==> src/rtl/ps2_pkg.sv <==
// Shared definitions for the PS/2 keyboard receiver: frame FSM states,
// scan-code prefix constants and the odd-parity helper.
package ps2_pkg;

  typedef enum logic [1:0] {
    ST_IDLE   = 2'd0,
    ST_DATA   = 2'd1,
    ST_PARITY = 2'd2,
    ST_STOP   = 2'd3
  } ps2_state_e;

  localparam logic [7:0] PREFIX_EXT = 8'hE0;
  localparam logic [7:0] PREFIX_REL = 8'hF0;

  // PS/2 uses odd parity: data bits plus parity bit hold an odd number of ones.
  function automatic logic odd_parity_ok(input logic [7:0] data, input logic par);
    return ^{data, par};
  endfunction

endpackage

==> src/rtl/ps2_filter.sv <==
// Two-flop synchronizer followed by a glitch filter for one PS/2 line.
// The output only follows the input after FILTER_LEN consecutive differing samples.
module ps2_filter #(
  parameter int FILTER_LEN = 8
) (
  input  logic clk_i,
  input  logic rst_n_i,
  input  logic raw_i,
  output logic filt_o
);

  localparam int CNT_W = $clog2(FILTER_LEN + 1);
  localparam logic [CNT_W-1:0] CNT_LAST = CNT_W'(FILTER_LEN - 1);

  logic             sync1_q;
  logic             sync2_q;
  logic             filt_q;
  logic             filt_d;
  logic [CNT_W-1:0] cnt_q;
  logic [CNT_W-1:0] cnt_d;

  // Count samples that disagree with the filtered level; any agreeing sample restarts the count.
  always_comb begin
    filt_d = filt_q;
    cnt_d  = '0;
    if (sync2_q != filt_q) begin
      if (cnt_q == CNT_LAST) begin
        filt_d = sync2_q;
        cnt_d  = '0;
      end else begin
        cnt_d = cnt_q + 1'b1;
      end
    end else begin
      cnt_d = '0;
    end
  end

  // Synchronizer and filter state; reset to the idle-high bus level.
  always_ff @(posedge clk_i) begin
    if (!rst_n_i) begin
      sync1_q <= 1'b1;
      sync2_q <= 1'b1;
      filt_q  <= 1'b1;
      cnt_q   <= '0;
    end else begin
      sync1_q <= raw_i;
      sync2_q <= sync1_q;
      filt_q  <= filt_d;
      cnt_q   <= cnt_d;
    end
  end

  assign filt_o = filt_q;

endmodule

==> src/rtl/ps2_receiver.sv <==
// PS/2 keyboard receiver: filters the raw lines, deframes 11-bit frames,
// checks parity/stop/timeout and decodes E0/F0 prefixes into key events.
module ps2_receiver
  import ps2_pkg::*;
#(
  parameter int FILTER_LEN     = 8,
  parameter int TIMEOUT_CYCLES = 5000
) (
  input  logic       CLK_25MHZ,
  input  logic       RESET_N,
  input  logic       PS2_CLK,
  input  logic       PS2_DATA,
  output logic [7:0] SCAN_CODE,
  output logic       SCAN_VALID,
  output logic [7:0] KEY_CODE,
  output logic       KEY_EXT,
  output logic       KEY_RELEASE,
  output logic       KEY_VALID,
  output logic       PARITY_ERR,
  output logic       FRAME_ERR,
  output logic       BUSY
);

  localparam int TO_W = $clog2(TIMEOUT_CYCLES + 1);
  localparam logic [TO_W-1:0] TO_LAST = TO_W'(TIMEOUT_CYCLES - 1);

  logic            ps2_clk_f_s;
  logic            ps2_data_f_s;
  logic            fall_s;
  logic            clk_prev_q;
  ps2_state_e      state_q;
  logic [2:0]      bit_cnt_q;
  logic [7:0]      shift_q;
  logic            parity_q;
  logic [TO_W-1:0] to_q;
  logic            busy_q;
  logic [7:0]      scan_code_q;
  logic            scan_valid_q;
  logic            parity_err_q;
  logic            frame_err_q;
  logic [7:0]      key_code_q;
  logic            key_ext_q;
  logic            key_rel_q;
  logic            key_valid_q;
  logic            pend_ext_q;
  logic            pend_rel_q;

  ps2_filter #(.FILTER_LEN(FILTER_LEN)) u_clk_filter (
    .clk_i   (CLK_25MHZ),
    .rst_n_i (RESET_N),
    .raw_i   (PS2_CLK),
    .filt_o  (ps2_clk_f_s)
  );

  ps2_filter #(.FILTER_LEN(FILTER_LEN)) u_data_filter (
    .clk_i   (CLK_25MHZ),
    .rst_n_i (RESET_N),
    .raw_i   (PS2_DATA),
    .filt_o  (ps2_data_f_s)
  );

  assign fall_s = clk_prev_q & ~ps2_clk_f_s;

  // Previous filtered clock level for falling-edge detection.
  always_ff @(posedge CLK_25MHZ) begin
    if (!RESET_N) begin
      clk_prev_q <= 1'b1;
    end else begin
      clk_prev_q <= ps2_clk_f_s;
    end
  end

  // Frame FSM with inter-edge timeout; a timeout overrides whatever the state would do.
  always_ff @(posedge CLK_25MHZ) begin
    if (!RESET_N) begin
      state_q      <= ST_IDLE;
      bit_cnt_q    <= 3'd0;
      shift_q      <= 8'h00;
      parity_q     <= 1'b0;
      to_q         <= '0;
      busy_q       <= 1'b0;
      scan_code_q  <= 8'h00;
      scan_valid_q <= 1'b0;
      parity_err_q <= 1'b0;
      frame_err_q  <= 1'b0;
    end else begin
      scan_valid_q <= 1'b0;
      parity_err_q <= 1'b0;
      frame_err_q  <= 1'b0;

      if (state_q == ST_IDLE || fall_s) begin
        to_q <= '0;
      end else begin
        to_q <= to_q + 1'b1;
      end

      case (state_q)
        ST_IDLE: begin
          if (fall_s && !ps2_data_f_s) begin
            state_q   <= ST_DATA;
            bit_cnt_q <= 3'd0;
            busy_q    <= 1'b1;
          end
        end
        ST_DATA: begin
          if (fall_s) begin
            shift_q   <= {ps2_data_f_s, shift_q[7:1]};
            bit_cnt_q <= bit_cnt_q + 3'd1;
            if (bit_cnt_q == 3'd7) begin
              state_q <= ST_PARITY;
            end
          end
        end
        ST_PARITY: begin
          if (fall_s) begin
            parity_q <= ps2_data_f_s;
            state_q  <= ST_STOP;
          end
        end
        ST_STOP: begin
          if (fall_s) begin
            if (ps2_data_f_s && odd_parity_ok(shift_q, parity_q)) begin
              scan_code_q  <= shift_q;
              scan_valid_q <= 1'b1;
            end else if (!ps2_data_f_s) begin
              frame_err_q <= 1'b1;
            end else begin
              parity_err_q <= 1'b1;
            end
            state_q <= ST_IDLE;
            busy_q  <= 1'b0;
          end
        end
        default: begin
          state_q <= ST_IDLE;
          busy_q  <= 1'b0;
        end
      endcase

      if (state_q != ST_IDLE && !fall_s && to_q == TO_LAST) begin
        state_q     <= ST_IDLE;
        busy_q      <= 1'b0;
        frame_err_q <= 1'b1;
      end
    end
  end

  // Prefix decoder: E0/F0 arm pending flags, any other code emits a key event.
  always_ff @(posedge CLK_25MHZ) begin
    if (!RESET_N) begin
      key_code_q  <= 8'h00;
      key_ext_q   <= 1'b0;
      key_rel_q   <= 1'b0;
      key_valid_q <= 1'b0;
      pend_ext_q  <= 1'b0;
      pend_rel_q  <= 1'b0;
    end else begin
      key_valid_q <= 1'b0;
      if (parity_err_q || frame_err_q) begin
        pend_ext_q <= 1'b0;
        pend_rel_q <= 1'b0;
      end else if (scan_valid_q) begin
        case (scan_code_q)
          PREFIX_EXT: pend_ext_q <= 1'b1;
          PREFIX_REL: pend_rel_q <= 1'b1;
          default: begin
            key_code_q  <= scan_code_q;
            key_ext_q   <= pend_ext_q;
            key_rel_q   <= pend_rel_q;
            key_valid_q <= 1'b1;
            pend_ext_q  <= 1'b0;
            pend_rel_q  <= 1'b0;
          end
        endcase
      end else begin
        pend_ext_q <= pend_ext_q;
        pend_rel_q <= pend_rel_q;
      end
    end
  end

  assign SCAN_CODE   = scan_code_q;
  assign SCAN_VALID  = scan_valid_q;
  assign KEY_CODE    = key_code_q;
  assign KEY_EXT     = key_ext_q;
  assign KEY_RELEASE = key_rel_q;
  assign KEY_VALID   = key_valid_q;
  assign PARITY_ERR  = parity_err_q;
  assign FRAME_ERR   = frame_err_q;
  assign BUSY        = busy_q;

endmodule

==> config.mk <==
export PLATFORM = sky130hd
export DESIGN_NAME = ps2_receiver
export DESIGN_NICKNAME = d
export VERILOG_FILES = /design/src/rtl/ps2_pkg.sv /design/src/rtl/ps2_filter.sv /design/src/rtl/ps2_receiver.sv
export SDC_FILE = /design/constraint.sdc
export NUM_CORES = 1
export LEC_CHECK = 0
export BUFFER_PORTS_ARGS = -buffer_cell sky130_fd_sc_hd__buf_2
export CORE_AREA = 2 2 71 73
export DETAILED_ROUTE_END_ITERATION = 8
export DIE_AREA = 0 0 73 75
export PLACE_DENSITY = 0.81
export SYNTH_ARGS = -nofsm -noshare
export SYNTH_HDL_FRONTEND = slang
export SYNTH_SLANG_ARGS = --single-unit
==> constraint.sdc <==
create_clock -name CLK_25MHZ -period 4.9 [get_ports CLK_25MHZ]
set_clock_uncertainty 0.15 [all_clocks]
set_input_delay 0.245 -clock CLK_25MHZ [delete_from_list [all_inputs] [get_ports CLK_25MHZ]]
set_output_delay 0.245 -clock CLK_25MHZ [all_outputs]
set_load 0.1 [all_outputs]
==> results.tsv <==
metric	value	unit
diodes	0	
whs_path_depth	2	
die_x	73	um
dr.first_iter.drc_count	61	
synth_seq_cells	67	
vias	2057	
synth_common_cells	67 x dfxtp_1, 46 x nor2_1, 35 x nand2_1, 28 x mux2i_1, 15 x nand3_1	
synth_cell_type_count	37	
timing.final.crit_share	49.36	%
setup_tns	0	ns
place_ws	2.497	ns
ys.flop_type	dfxtp_1	
io_buffers	26	
drive_gt1_share	13.86	%
vdd_drop_max	0.0002301	V
synth_edf_count	0	
hold_start	RESET_N	
yosys_warnings	0	
grt_usage	19.99	%
synth.area.top_cells	dfxtp_1 48%, mux2i_1 10%, nor2_1 6.1%	
die-area	5475	sq um
die-height	75	um
slew_headroom	33.01	%
layout.nets	341	
setup_violations	0	
cp.arrival	2.46	ns
grt_pass1_wl	8411	um
coreArea	4661	sq um
avgSynthCellArea	9.479	sq um
comb_power_share	4.7	%
required	4.94	ns
cts_made_buffers	9	
pwr-share-clk	45.7	%
power	1.119	mW
whs	0.1847	ns
syn_inst	297	
syn_to_final_growth	14.31	%
crit_type	flip-flop to flip-flop	
synth.most_common_cell	dfxtp_1	
post_cts_buffers	0	
async_flop_share	0	%
grt_max_degree	34	
fin_util	69.05	%
power.switching	238.9	uW
p_leak	1.399	nW
crit_path_end_kind	flip-flop	
ys_seq_area_share	47.64	%
first_pass_iters	4	
num_io_pins	27	
rsz0062_at_grt	false	
routed_via_density	5.329	
fmax	413.5	MHz
synth_top_area_share	47.64	%
dp_hpwl	3545	um
syn-cell-area	2815	sq um
drc	0	
drv_slew	0	
timing.final.ws_setup	2.481	ns
rr_startpoint	SCAN_CODE[1]$_SDFFE_PN0P_	
cts-root-buf	clkbuf_8	
synth_fp_nets	311	
cts_tree	yes	
clockBufferDepth	2	
critPathMaxFanout	11	
p_int	880.6	uW
wire_per_inst	12.97	um
cts_resized	0	
clk_pin_slew	0.07	ns
hold_viol_final	0	
wirelength	5008	um
grt_pass1_vias	1987	
cap_violations	0	
rr_worst_depth	4	
initial_core_util	60.40	%
start_kind	flip-flop	
gr-total-overflow	0	
period_minus_slack	2.419	ns
p_sw_share	21.34	%
hold_class	input port to flip-flop	
rows	25	
clock_latency	0.33	ns
p_per_area	347.9	nW/um^2
tightestPinTransition	1.003	ns
antenna_found_initial	0	
seqPwrFrac	49.6	%
place.gp.congestion	0.8309	
final_antenna_net_count	0	
cts.sinks	67	
status	finished clean	
crit_start	SCAN_CODE[1]$_SDFFE_PN0P_	
h-tree-depth	3	
yosysTopAreaCell	dfxtp_1	
==> worst paths after layout <==
path / slack [ns] / endpoint
hold reg to reg: 0.26 / u_data_filter.sync2_q$_SDFF_PN1_
hold / removal: 0.18 / u_clk_filter.filt_o$_SDFFE_PN1P_
setup / recovery: 2.48 / KEY_CODE[5]$_SDFFE_PN0P_
setup reg to reg: 2.48 / KEY_CODE[5]$_SDFFE_PN0P_
==> flip-flops by register name, indices dropped and copies added, names as in the netlist, 2 cells and up <==
register	count
state_q	2
KEY_CODE	8
bit_cnt_q	3
SCAN_CODE	8
to_q	13
shift_q	8
u_clk_filter.cnt_q	4
u_data_filter.cnt_q	4
==> through the flow <==
| stage | cells | instance area, sq um |
|---|---|---|
| CTS | 386 | 3218 |
| floorplan | 297 | 2815 |
| global route | 386 | 3218 |
| detailed placement | 368 | 2970 |
| global placement | 368 | 2970 |
| finish | 386 | 3218 |
==> layout make-up <==
| cell class | instances | area (sq um) |
|---|---|---|
| Tap cell | 54 | 67.56 |
| Timing Repair Buffer | 28 | 150.1 |
| Clock inverter | 4 | 72.57 |
| Inverter | 7 | 26.28 |
| Multi-Input combinational cell | 214 | 1405 |
| Fill cell | 377 | 1443 |
| Clock buffer | 12 | 155.1 |
| Sequential cell | 67 | 1341 |
==> power by group through the flow <==
stage | sequential, mW | combinational (mW) | clock [mW]
2_1_floorplan | 0.572 | 0.0345 | 0
5_1_grt | 0.556 | 0.0580 | 0.539
3_5_place_dp | 0.568 | 0.0513 | 0
3_3_place_gp | 0.567 | 0.0485 | 0
4_1_cts | 0.555 | 0.0526 | 0.519
6_report | 0.555 | 0.0521 | 0.512
==> what timing repair did <==
action / CTS / global route
hold buffers: 2 / 0
endpoints found under the setup margin: 0 / 0
hold endpoints to repair: 2 / 0
==> cell families after synthesis <==
group	count (synthesis)	synth area share, %
AO/OA/AOI/OAI	18	4.312
XOR/XNOR	22	7.867
adder cells (fa/ha/maj)	10	4.444
buffers and inverters	16	2.445
flip-flops	67	47.64
multiplexers	29	10.76
AND/OR/NAND/NOR	135	22.53
==> cell usage in the layout (no fill, tap or decap), types with 2 or more instances in the layout <==
| master | synthesis | routed |
|---|---|---|
| nand2_1 | 35 | 35 |
| nand3b_1 | 3 | 3 |
| and3_1 | 6 | 6 |
| bufinv_16 | 0 | 2 |
| nand3_1 | 15 | 15 |
| a21oi_1 | 9 | 9 |
| xor2_1 | 11 | 11 |
| nand2b_1 | 10 | 10 |
| mux2i_1 | 28 | 28 |
| ha_1 | 10 | 10 |
| inv_1 | 7 | 7 |
| nor2_1 | 46 | 46 |
| nor4_1 | 3 | 3 |
| xnor2_1 | 9 | 9 |
| dfxtp_1 | 67 | 67 |
| o21ai_0 | 2 | 2 |
| buf_2 | 0 | 26 |
| nor3_1 | 2 | 2 |
| dlygate4sd3_1 | 0 | 2 |
| clkbuf_8 | 0 | 11 |
| and2_1 | 4 | 4 |
| nand4_1 | 4 | 4 |
| nor2b_1 | 2 | 2 |
==> routing by layer <==
metal | vias to the layer above | global-route usage, % | routed length [um]
met3 | 10 | 5.355 | 182
met4 | 0 | 9.671 | 90
li1 | 1064 | - | -
met5 | - | 0 | 0
met2 | 34 | 33.33 | 2402
met1 | 949 | 24.04 | 2333
==> critical path, cell delays in order, from the launching register on <==
cell and delay [ns]:
dfxtp_1 0.35, or4b_1 0.57, o311ai_2 0.88, mux2i_1 0.27, nor2_1 0.06
Power figures use the tool's default switching activity.
